**config.mk**
```make
export PLATFORM = sky130hd
export DESIGN_NAME = sine_addr_gen
export DESIGN_NICKNAME = d
export VERILOG_FILES = /design/src/rtl/sine_pkg.sv /design/src/rtl/sine_addr_gen_tick_divider.sv /design/src/rtl/sine_addr_gen.sv
export SDC_FILE = /design/constraint.sdc
export NUM_CORES = 1
export LEC_CHECK = 0
export CAP_MARGIN = 20
export CORE_MARGIN = 2
export CORE_UTILIZATION = 35
export CTS_CLUSTER_SIZE = 12
export DETAILED_ROUTE_END_ITERATION = 8
export SETUP_SLACK_MARGIN = 0.3
export SLEW_MARGIN = 20
export SYNTH_ARGS = -nofsm -noshare
export SYNTH_HDL_FRONTEND = slang
export SYNTH_SLANG_ARGS = --single-unit
```
**constraint.sdc**
```tcl
create_clock -name clk -period 3.3 [get_ports clk]
set_input_delay 0.66 -clock clk [delete_from_list [all_inputs] [get_ports clk]]
set_output_delay 0.66 -clock clk [all_outputs]
set_load 0.03 [all_outputs]
```
**src/rtl/sine_pkg.sv**
```systemverilog
// -----------------------------------------------------------------------------
// sine_pkg
// Shared types and helpers for the sine ROM address generator.
//   state_t : control FSM states (IDLE, RUN, STOPPING)
//   addr_w  : ROM address width for a given number of entries
// -----------------------------------------------------------------------------
package sine_pkg;

  typedef enum logic [1:0] {
    IDLE     = 2'd0,
    RUN      = 2'd1,
    STOPPING = 2'd2
  } state_t;

  // Address bits needed to index DEPTH entries; a single-entry ROM still
  // gets one address bit so port widths never collapse to zero.
  function automatic int addr_w(input int depth);
    if (depth <= 1) begin
      return 1;
    end else begin
      return $clog2(depth);
    end
  endfunction

endpackage

```
**src/rtl/sine_addr_gen_tick_divider.sv**
```systemverilog
// -----------------------------------------------------------------------------
// tick_divider
// Sample-rate divider: produces a tick every div+1 cycles while enabled.
// The divisor is captured only when the run is (re)started from idle.
//   clk, rst_n : clock, async active-low reset
//   clear      : restart counter and capture div
//   enable     : count while high (generator busy)
//   div        : divisor, tick period = div+1 cycles
//   tick       : one-cycle strobe when the counter reaches the divisor
// -----------------------------------------------------------------------------
module tick_divider #(
  parameter int DIV_WIDTH = 16
) (
  input  logic                 clk,
  input  logic                 rst_n,
  input  logic                 clear,
  input  logic                 enable,
  input  logic [DIV_WIDTH-1:0] div,
  output logic                 tick
);

  logic [DIV_WIDTH-1:0] cnt_r;
  logic [DIV_WIDTH-1:0] div_q_r;

  assign tick = enable && (cnt_r == div_q_r);

  // Counter and captured divisor
  always_ff @(posedge clk or negedge rst_n) begin
    if (!rst_n) begin
      cnt_r   <= {DIV_WIDTH{1'b0}};
      div_q_r <= {DIV_WIDTH{1'b0}};
    end else if (clear) begin
      cnt_r   <= {DIV_WIDTH{1'b0}};
      div_q_r <= div;
    end else if (enable) begin
      if (tick) begin
        cnt_r <= {DIV_WIDTH{1'b0}};
      end else begin
        cnt_r <= cnt_r + {{(DIV_WIDTH-1){1'b0}}, 1'b1};
      end
    end else begin
      cnt_r <= cnt_r;
    end
  end

endmodule

```
**src/rtl/sine_addr_gen.sv**
```systemverilog
// -----------------------------------------------------------------------------
// sine_addr_gen
// Phase-accumulator address generator driving a registered sine ROM.
// Each sample tick steps the accumulator by the tuning word and presents
// the top accumulator bits as the ROM address.
//   clk, rst_n   : clock, async active-low reset
//   start, stop  : level controls (start begins, stop ends at period end)
//   tune_word    : phase increment per tick (adopted at period boundaries)
//   div          : tick every div+1 cycles (captured at start)
//   rom_en       : ROM read strobe, one cycle per tick
//   rom_addr     : ROM address, valid with rom_en
//   sample_valid : ROM data valid (rom_en delayed one cycle)
//   wrap         : with rom_en when this step overflows the accumulator
//   busy         : generator in RUN or STOPPING
// -----------------------------------------------------------------------------
module sine_addr_gen
  import sine_pkg::*;
#(
  parameter  int DEPTH     = 64,
  parameter  int ACC_WIDTH = 16,
  parameter  int DIV_WIDTH = 16,
  localparam int AW        = addr_w(DEPTH)
) (
  input  logic                 clk,
  input  logic                 rst_n,
  input  logic                 start,
  input  logic                 stop,
  input  logic [ACC_WIDTH-1:0] tune_word,
  input  logic [DIV_WIDTH-1:0] div,
  output logic                 rom_en,
  output logic [AW-1:0]        rom_addr,
  output logic                 sample_valid,
  output logic                 wrap,
  output logic                 busy
);

  state_t               state_r;
  state_t               state_nxt_s;
  logic [ACC_WIDTH-1:0] acc_r;
  logic [ACC_WIDTH-1:0] tune_q_r;
  logic [ACC_WIDTH:0]   sum_s;
  logic                 carry_s;
  logic                 tick_s;
  logic                 start_idle_s;
  logic                 running_s;
  logic                 rom_en_r;
  logic [AW-1:0]        rom_addr_r;
  logic                 sample_valid_r;
  logic                 wrap_r;
  logic                 busy_r;

  assign sum_s        = {1'b0, acc_r} + {1'b0, tune_q_r};
  assign carry_s      = sum_s[ACC_WIDTH];
  assign start_idle_s = (state_r == IDLE) && start;
  assign running_s    = (state_r != IDLE);

  assign rom_en       = rom_en_r;
  assign rom_addr     = rom_addr_r;
  assign sample_valid = sample_valid_r;
  assign wrap         = wrap_r;
  assign busy         = busy_r;

  tick_divider #(
    .DIV_WIDTH (DIV_WIDTH)
  ) u_tick_divider (
    .clk    (clk),
    .rst_n  (rst_n),
    .clear  (start_idle_s),
    .enable (running_s),
    .div    (div),
    .tick   (tick_s)
  );

  // Next-state logic of the run/stop controller
  always_comb begin
    state_nxt_s = state_r;
    case (state_r)
      IDLE: begin
        if (start) begin
          state_nxt_s = RUN;
        end else begin
          state_nxt_s = IDLE;
        end
      end
      RUN: begin
        if (stop) begin
          state_nxt_s = STOPPING;
        end else begin
          state_nxt_s = RUN;
        end
      end
      STOPPING: begin
        // A zero tuning word never wraps, so there is no period end to wait for.
        if (start) begin
          state_nxt_s = RUN;
        end else if (tune_q_r == {ACC_WIDTH{1'b0}}) begin
          state_nxt_s = IDLE;
        end else if (tick_s && carry_s) begin
          state_nxt_s = IDLE;
        end else begin
          state_nxt_s = STOPPING;
        end
      end
      default: begin
        state_nxt_s = IDLE;
      end
    endcase
  end

  // State, accumulator and registered ROM-side outputs
  always_ff @(posedge clk or negedge rst_n) begin
    if (!rst_n) begin
      state_r        <= IDLE;
      busy_r         <= 1'b0;
      acc_r          <= {ACC_WIDTH{1'b0}};
      tune_q_r       <= {ACC_WIDTH{1'b0}};
      rom_en_r       <= 1'b0;
      rom_addr_r     <= {AW{1'b0}};
      wrap_r         <= 1'b0;
      sample_valid_r <= 1'b0;
    end else begin
      state_r        <= state_nxt_s;
      busy_r         <= (state_nxt_s != IDLE);
      sample_valid_r <= rom_en_r;
      if (start_idle_s) begin
        acc_r    <= {ACC_WIDTH{1'b0}};
        tune_q_r <= tune_word;
        rom_en_r <= 1'b0;
        wrap_r   <= 1'b0;
      end else if (tick_s) begin
        rom_en_r   <= 1'b1;
        rom_addr_r <= acc_r[ACC_WIDTH-1 -: AW];
        acc_r      <= sum_s[ACC_WIDTH-1:0];
        wrap_r     <= carry_s;
        // New frequency only takes effect at a period boundary (glitch-free).
        if (carry_s) begin
          tune_q_r <= tune_word;
        end
      end else begin
        rom_en_r <= 1'b0;
        wrap_r   <= 1'b0;
      end
    end
  end

endmodule

```
==> impl_metrics.env, run 1 <==
export IMPL_status="finished, final reports clean"
export IMPL_leakagePower_uw=0.002308
export IMPL_clockBufferDepth=2
export IMPL_dieArea_um2=12540
export IMPL_seqCellArea_um2=1902
export IMPL_stdcell_count=580
export IMPL_insertion_delay_ns=0.33
export IMPL_timing_rr_start="tune_q_r[0]$_DFFE_PN0P_"
export IMPL_top_layer="met4"
export IMPL_finalClockSkew_ns=0.007290
export IMPL_path_class="reg2reg"
export IMPL_wl_met1_mm=4.272
export IMPL_h_tree_depth=3
export IMPL_yosysSeqAreaShare_pct=46.61
export IMPL_syn2layout_area_growth_pct=23.86
export IMPL_layout_drive_gt1_share_pct=14.87
export IMPL_ios=46
export IMPL_wl_met2_mm=4.182
export IMPL_rsz0062_at_grt="false"
export IMPL_setup_tns_final_ns=0
export IMPL_route_vias_total=2991
export IMPL_setup_viol=0
export IMPL_antenna_found_initial=0
export IMPL_min_period_over_period_pct=88.02
export IMPL_min_path_type="reg2reg"
export IMPL_synth_nets=434
export IMPL_port_buffer_count=45
export IMPL_place_ws_ns=0.2288
export IMPL_drv_slew=0
export IMPL_rr_endpoint="tune_q_r[13]$_DFFE_PN0P_"
export IMPL_core_area_um2=11420
export IMPL_synth_avg_cell_area_um2=10.74
export IMPL_cts_sinks=76
export IMPL_ys_seq_elements=76
export IMPL_dr_pass1_iters=5
export IMPL_cts_buffers=9
export IMPL_max_freq_mhz=344.3
export IMPL_multi_input_area_um2=2101
export IMPL_end_kind="flip-flop"
export IMPL_diodes=0
export IMPL_ys_types=50
export IMPL_initial_core_util_pct=35.73
export IMPL_grt_pass1_vias=3014
export IMPL_hold_start="rom_en$_DFF_PN0_"
export IMPL_syn_area_um2=4080
export IMPL_track_usage_pct=15.06
export IMPL_start_kind="flip-flop"
export IMPL_setup_ws_ns=0.3952
export IMPL_rows=39
export IMPL_finalHoldViolCount=0
export IMPL_final_nets=486
export IMPL_wl_per_cell_um=15.57
export IMPL_ant_nets=0
export IMPL_routed_via_density=5.157
export IMPL_cp_arrival_ns=3.12
export IMPL_maxCapViolCount=0
export IMPL_tritoncts="yes"
export IMPL_synth_edff_count=0
export IMPL_p_per_area_nw_per_um2=637.1
export IMPL_place_gp_congestion=0.8327
export IMPL_slew_headroom_pct=36.25
export IMPL_drcViolationCount=0
export IMPL_cp_max_fo=8
export IMPL_r2r_cells=9
export IMPL_grt_max_degree=77
export IMPL_critical_path_required_ns=3.51
export IMPL_grt_overflow=0
export IMPL_post_route_util_pct=44.26
export IMPL_place_hpwl_mm=6.299
export IMPL_path_clk_slew_ns=0.06
export IMPL_wl_met3_um=435
export IMPL_die_h_um=112.0
export IMPL_final_fill_count=1091
export IMPL_routed_wl_mm=9.030
export IMPL_yosysWarnings=0
export IMPL_min_period_ns=2.905
export IMPL_min_path_cells=0
export IMPL_syn_inst=380
export IMPL_synth_flop_cell="dfrtp_1"
export IMPL_drtIter0Drc=212
export IMPL_irDropWorstVdd_v=0.0002585
export IMPL_tightest_slew_ns=0.9562
export IMPL_reg2reg_setup_slack_ns=0.40
export IMPL_place_inst=560
export IMPL_ys_async_sr_fraction_pct=100.0
export IMPL_die_x_um=112.0
export IMPL_cts_root_buf="clkbuf_16"
export IMPL_grt_pass1_wl_mm=15.15
export IMPL_hold_end="sample_valid$_DFF_PN0_"
area by class of cell:
class	count	area share, %
Timing Repair Buffer	53	10.65
Clock buffer	12	4.877
Multi-Input combinational cell	288	41.57
Inverter	4	0.2971
Sequential cell	76	37.63
Clock inverter	4	1.436
Tap cell	143	3.540
Yosys cell counts, types with 2 or more instances:
library cell,n,share of area (%)
dfrtp_1,76,47
nand2_1,37,3.4
xor2_1,28,6.0
nand3_1,26,3.2
nor2_1,26,2.4
mux2_2,22,6.1
o21ai_0,22,2.7
ha_1,17,5.2
xnor2_1,14,3.0
a21oi_1,10,1.2
mux2_4,10,3.7
and3_1,9,1.4
clkbuf_1,9,0.83
a21o_1,6,1.1
nand4_1,6,0.92
a211oi_1,5,0.92
nor4_1,5,0.77
inv_1,4,0.37
o211ai_1,4,0.74
and2_1,3,0.46
and4_1,3,0.64
o21a_1,3,0.55
a21o_2,2,0.43
nand3b_1,2,0.37
nor3_1,2,0.25
o211a_1,2,0.49
o21bai_1,2,0.37
o31ai_1,2,0.37
or2_2,2,0.31
where the power goes:
group          internal (uW)  switching, uW  total (uW)
sequential              1120            185        1310
clock                    682            368        1050
combinational            450            413         863
total                   2250            966        3220
worst max-delay path, cell delays in order (launching register included):
cell	delay (ns)
dfrtp_1	0.39
ha_2	0.20
fa_2	0.37
a211o_1	0.31
a211oi_2	0.30
nor2_2	0.11
a2111oi_4	0.35
o21a_2	0.27
clkbuf_16	0.19
mux2_4	0.30
metal layers:
metal	up-vias	GRT usage [%]
met5	-	0
met4	0	5.447
met3	13	3.157
met2	61	24.08
met1	1451	20.33
li1	1466	-
worst max-delay path by stage:
stage | startpoint | end | slack (ns) | cells past startpoint
2_1_floorplan | acc_r[0]$_DFFE_PN0P_ | tune_q_r[10]$_DFFE_PN0P_ | 0.40 | 10
3_3_place_gp | acc_r[0]$_DFFE_PN0P_ | tune_q_r[1]$_DFFE_PN0P_ | 0.28 | 9
3_5_place_dp | tune_q_r[0]$_DFFE_PN0P_ | tune_q_r[15]$_DFFE_PN0P_ | 0.23 | 9
4_1_cts | tune_q_r[0]$_DFFE_PN0P_ | tune_q_r[15]$_DFFE_PN0P_ | 0.35 | 9
5_1_grt | acc_r[0]$_DFFE_PN0P_ | tune_q_r[15]$_DFFE_PN0P_ | 0.28 | 9
6_report | tune_q_r[0]$_DFFE_PN0P_ | tune_q_r[13]$_DFFE_PN0P_ | 0.40 | 9
state kept, by name, summed over array words and instances, names as in the netlist:
register / count
acc_r: 16
busy: 1
rom_addr: 6
rom_en: 1
sample_valid: 1
state_r: 2
tune_q_r: 16
u_tick_divider.cnt_r: 16
u_tick_divider.div_q_r: 16
wrap: 1
metrics by stage:
stage | total power, uW | cell area, um2 | hold WS [ns]
floorplan | 1906 | 4080 | 0.3644
global placement | 2140 | 4681 | 0.3603
detailed placement | 2166 | 4681 | 0.3590
CTS | 3231 | 5010 | 0.3723
global route | 3407 | 5054 | 0.3889
finish | 3220 | 5054 | 0.3697
cell families (layout without fill, tap and decap cells):
| logic type | Yosys count | count (layout) | share of synthesized area, % |
|---|---|---|---|
| AOI/OAI and AO/OA | 68 | 68 | 11.59 |
| xor gates and xnor gates | 42 | 42 | 9.016 |
| and+or+nand+nor | 128 | 128 | 15.27 |
| DFF | 76 | 76 | 46.61 |
| adders and majority gates | 18 | 18 | 5.704 |
| muxes | 32 | 32 | 9.752 |
| buffers and inverters | 16 | 73 | 2.054 |
cell usage in the layout (no fill, tap or decap), drive strengths merged, types with 2 or more instances in the layout:
master / synthesis / layout
o21ai: 22 / 22
nand2: 37 / 37
o31ai: 2 / 2
o211a: 2 / 2
and4: 3 / 3
nand4: 6 / 6
a21o: 8 / 8
or2: 2 / 2
xor2: 28 / 28
buf: 3 / 8
nor3: 2 / 2
and2: 3 / 3
o21a: 3 / 3
ha: 17 / 17
clkbuf: 9 / 13
bufinv: 0 / 2
nand3: 26 / 26
xnor2: 14 / 14
dfrtp: 76 / 76
a211oi: 6 / 6
nor2: 27 / 27
mux2: 32 / 32
clkdlybuf4s50: 0 / 44
nand3b: 2 / 2
inv: 4 / 4
a21oi: 10 / 10
o211ai: 4 / 4
and3: 9 / 9
nor4: 5 / 5
o21bai: 2 / 2
repair_timing:
item	in CTS	in global routing
hold buffers	0	0
buffers inserted	1	2
pin swaps	2	4
gates resized for setup	1	2
endpoints found under the setup margin	16	15
cloned	0	1
Power figures use the tool's default switching activity.
==> inputs of run 2 (changes only) <==
Settings changed: GPL_TIMING_DRIVEN from default to 0.
==> impl_metrics.env, run 2 (synthesis gave the netlist of run 1 again) <==
export IMPL_status="finished, final reports clean"
export IMPL_hold_slack_ns=0.2783
export IMPL_min_period_ns=2.868
export IMPL_path_clk_slew_ns=0.06
export IMPL_finalClockSkew_ns=0.005386
export IMPL_initial_core_util_pct=35.73
export IMPL_grt_pass1_vias=3011
export IMPL_antenna_found_initial=0
export IMPL_routed_wl_mm=9.095
export IMPL_setup_ws_ns=0.4318
export IMPL_place_inst=569
export IMPL_rows=39
export IMPL_place_hpwl_mm=6.590
export IMPL_cts_sinks=76
export IMPL_max_freq_mhz=348.7
export IMPL_rr_endpoint="tune_q_r[12]$_DFFE_PN0P_"
export IMPL_port_buffer_count=45
export IMPL_cp_max_fo=10
export IMPL_cts_root_buf="clkbuf_16"
export IMPL_cp_slowest_cell="dfrtp_1"
export IMPL_drcViolationCount=0
export IMPL_core_area_um2=11420
export IMPL_irDropWorstVdd_v=0.0002417
export IMPL_reg2reg_setup_slack_ns=0.43
export IMPL_path_cells="ha_2 -> fa_2 -> a211o_1 -> a211oi_2 -> nor2_2 -> a2111oi_4 -> o21a_1 -> buf_6 -> buf_12 -> mux2_4"
export IMPL_tritoncts="yes"
export IMPL_cp_arrival_ns=3.09
export IMPL_path_class="reg2reg"
export IMPL_setup_tns_final_ns=0
export IMPL_dieArea_um2=12540
export IMPL_timing_rr_start="tune_q_r[0]$_DFFE_PN0P_"
export IMPL_clockBufferDepth=2
export IMPL_route_vias_total=3068
export IMPL_h_tree_depth=3
export IMPL_critical_path_required_ns=3.53
export IMPL_r2r_cells=10
export IMPL_drv_slew=0
export IMPL_cts_buffers=9
export IMPL_end_kind="flip-flop"
export IMPL_grt_pass1_wl_mm=15.33
export IMPL_insertion_delay_ns=0.34
export IMPL_min_path_type="in2async"
export IMPL_die_x_um=112.0
export IMPL_place_gp_congestion=0.8624
export IMPL_tightest_slew_ns=0.6813
export IMPL_dr_pass1_iters=4
export IMPL_layout_drive_gt1_share_pct=15.11
export IMPL_cpPeakStageDelay_ns=0.40
export IMPL_setup_viol=0
export IMPL_final_nets=499
export IMPL_slew_headroom_pct=54.58
export IMPL_ant_nets=0
export IMPL_grt_overflow=0
export IMPL_min_period_over_period_pct=86.91
export IMPL_routed_via_density=5.174
export IMPL_wl_per_cell_um=15.34
export IMPL_p_per_area_nw_per_um2=638.4
export IMPL_syn2layout_area_growth_pct=26.03
export IMPL_grt_max_degree=41
export IMPL_leakagePower_uw=0.002348
export IMPL_ios=46
export IMPL_track_usage_pct=15.44
export IMPL_stdcell_count=593
export IMPL_place_ws_ns=0.09104
export IMPL_rsz0062_at_grt="false"
export IMPL_final_fill_count=1095
export IMPL_die_h_um=112.0
export IMPL_start_kind="flip-flop"
export IMPL_diodes=0
export IMPL_drtIter0Drc=213
export IMPL_hold_buffers=0
export IMPL_finalHoldViolCount=0
export IMPL_final_cell_mix="76 x dfrtp_1, 44 x clkdlybuf4s50_1, 37 x nand2_1, 28 x xor2_1"
export IMPL_maxCapViolCount=0
export IMPL_final_common_cell="dfrtp_1"
-- run 2: through the flow --
stage	power, uW	instance area [um2]	utilization (%)
2_1_floorplan	1906	4080	-
3_3_place_gp	2142	4710	41.24
3_5_place_dp	2169	4727	41.40
4_1_cts	3282	5082	44.51
5_1_grt	3469	5142	45.04
6_report	3283	5142	45.04
-- run 2: routing by layer --
metal,up-vias,track usage (%),part of all wire (%)
met5,-,0,0
met4,0,6.016,1.9
met3,14,2.885,4.4
met2,69,23.15,44
met1,1485,22.23,49
li1,1500,-,-
-- run 2: timing repair --
item / in CTS / in global routing
setup buffers: 2 / 6
setup endpoints to repair: 16 / 10
hold endpoints to repair: 0 / 0
pin swaps: 3 / 0
resized for setup: 1 / 1
-- run 2: worst max path at each step --
stage / startpoint / to / depth (start not counted)
floorplan: acc_r[0]$_DFFE_PN0P_ / tune_q_r[10]$_DFFE_PN0P_ / 10
global placement: rst_n / tune_q_r[13]$_DFFE_PN0P_ / 1
detailed placement: tune_q_r[0]$_DFFE_PN0P_ / tune_q_r[9]$_DFFE_PN0P_ / 10
CTS: tune_q_r[0]$_DFFE_PN0P_ / tune_q_r[14]$_DFFE_PN0P_ / 10
global route: tune_q_r[0]$_DFFE_PN0P_ / tune_q_r[13]$_DFFE_PN0P_ / 10
finish: tune_q_r[0]$_DFFE_PN0P_ / tune_q_r[12]$_DFFE_PN0P_ / 10
-- run 2: cell type report --
class	instances	area, um2	area share, %
well taps	143	178.9	3.479
repair buffers	54	540.5	10.51
multi-input cells	288	2100	40.83
inverters	4	15.01	0.2920
clock inverters	3	67.56	1.314
plain buffers	12	68.82	1.338
flip-flops and latches	76	1902	36.98
clock buffers	13	270.3	5.255
-- run 2: worst max-delay path, delay by kind of cell, from the launching register on --
family / cells / cell delay [ns]
multiplexers: 1 / 0.30
buffers and inverters: 2 / 0.29
flip-flops: 1 / 0.40
AO/OA/AOI/OAI: 4 / 1.11
adder cells (fa/ha/maj): 2 / 0.54
AND/OR/NAND/NOR: 1 / 0.11
-- run 2: power by group --
group          internal (uW)  switching [uW]
sequential              1120             182
combinational            464             410
clock                    724             381
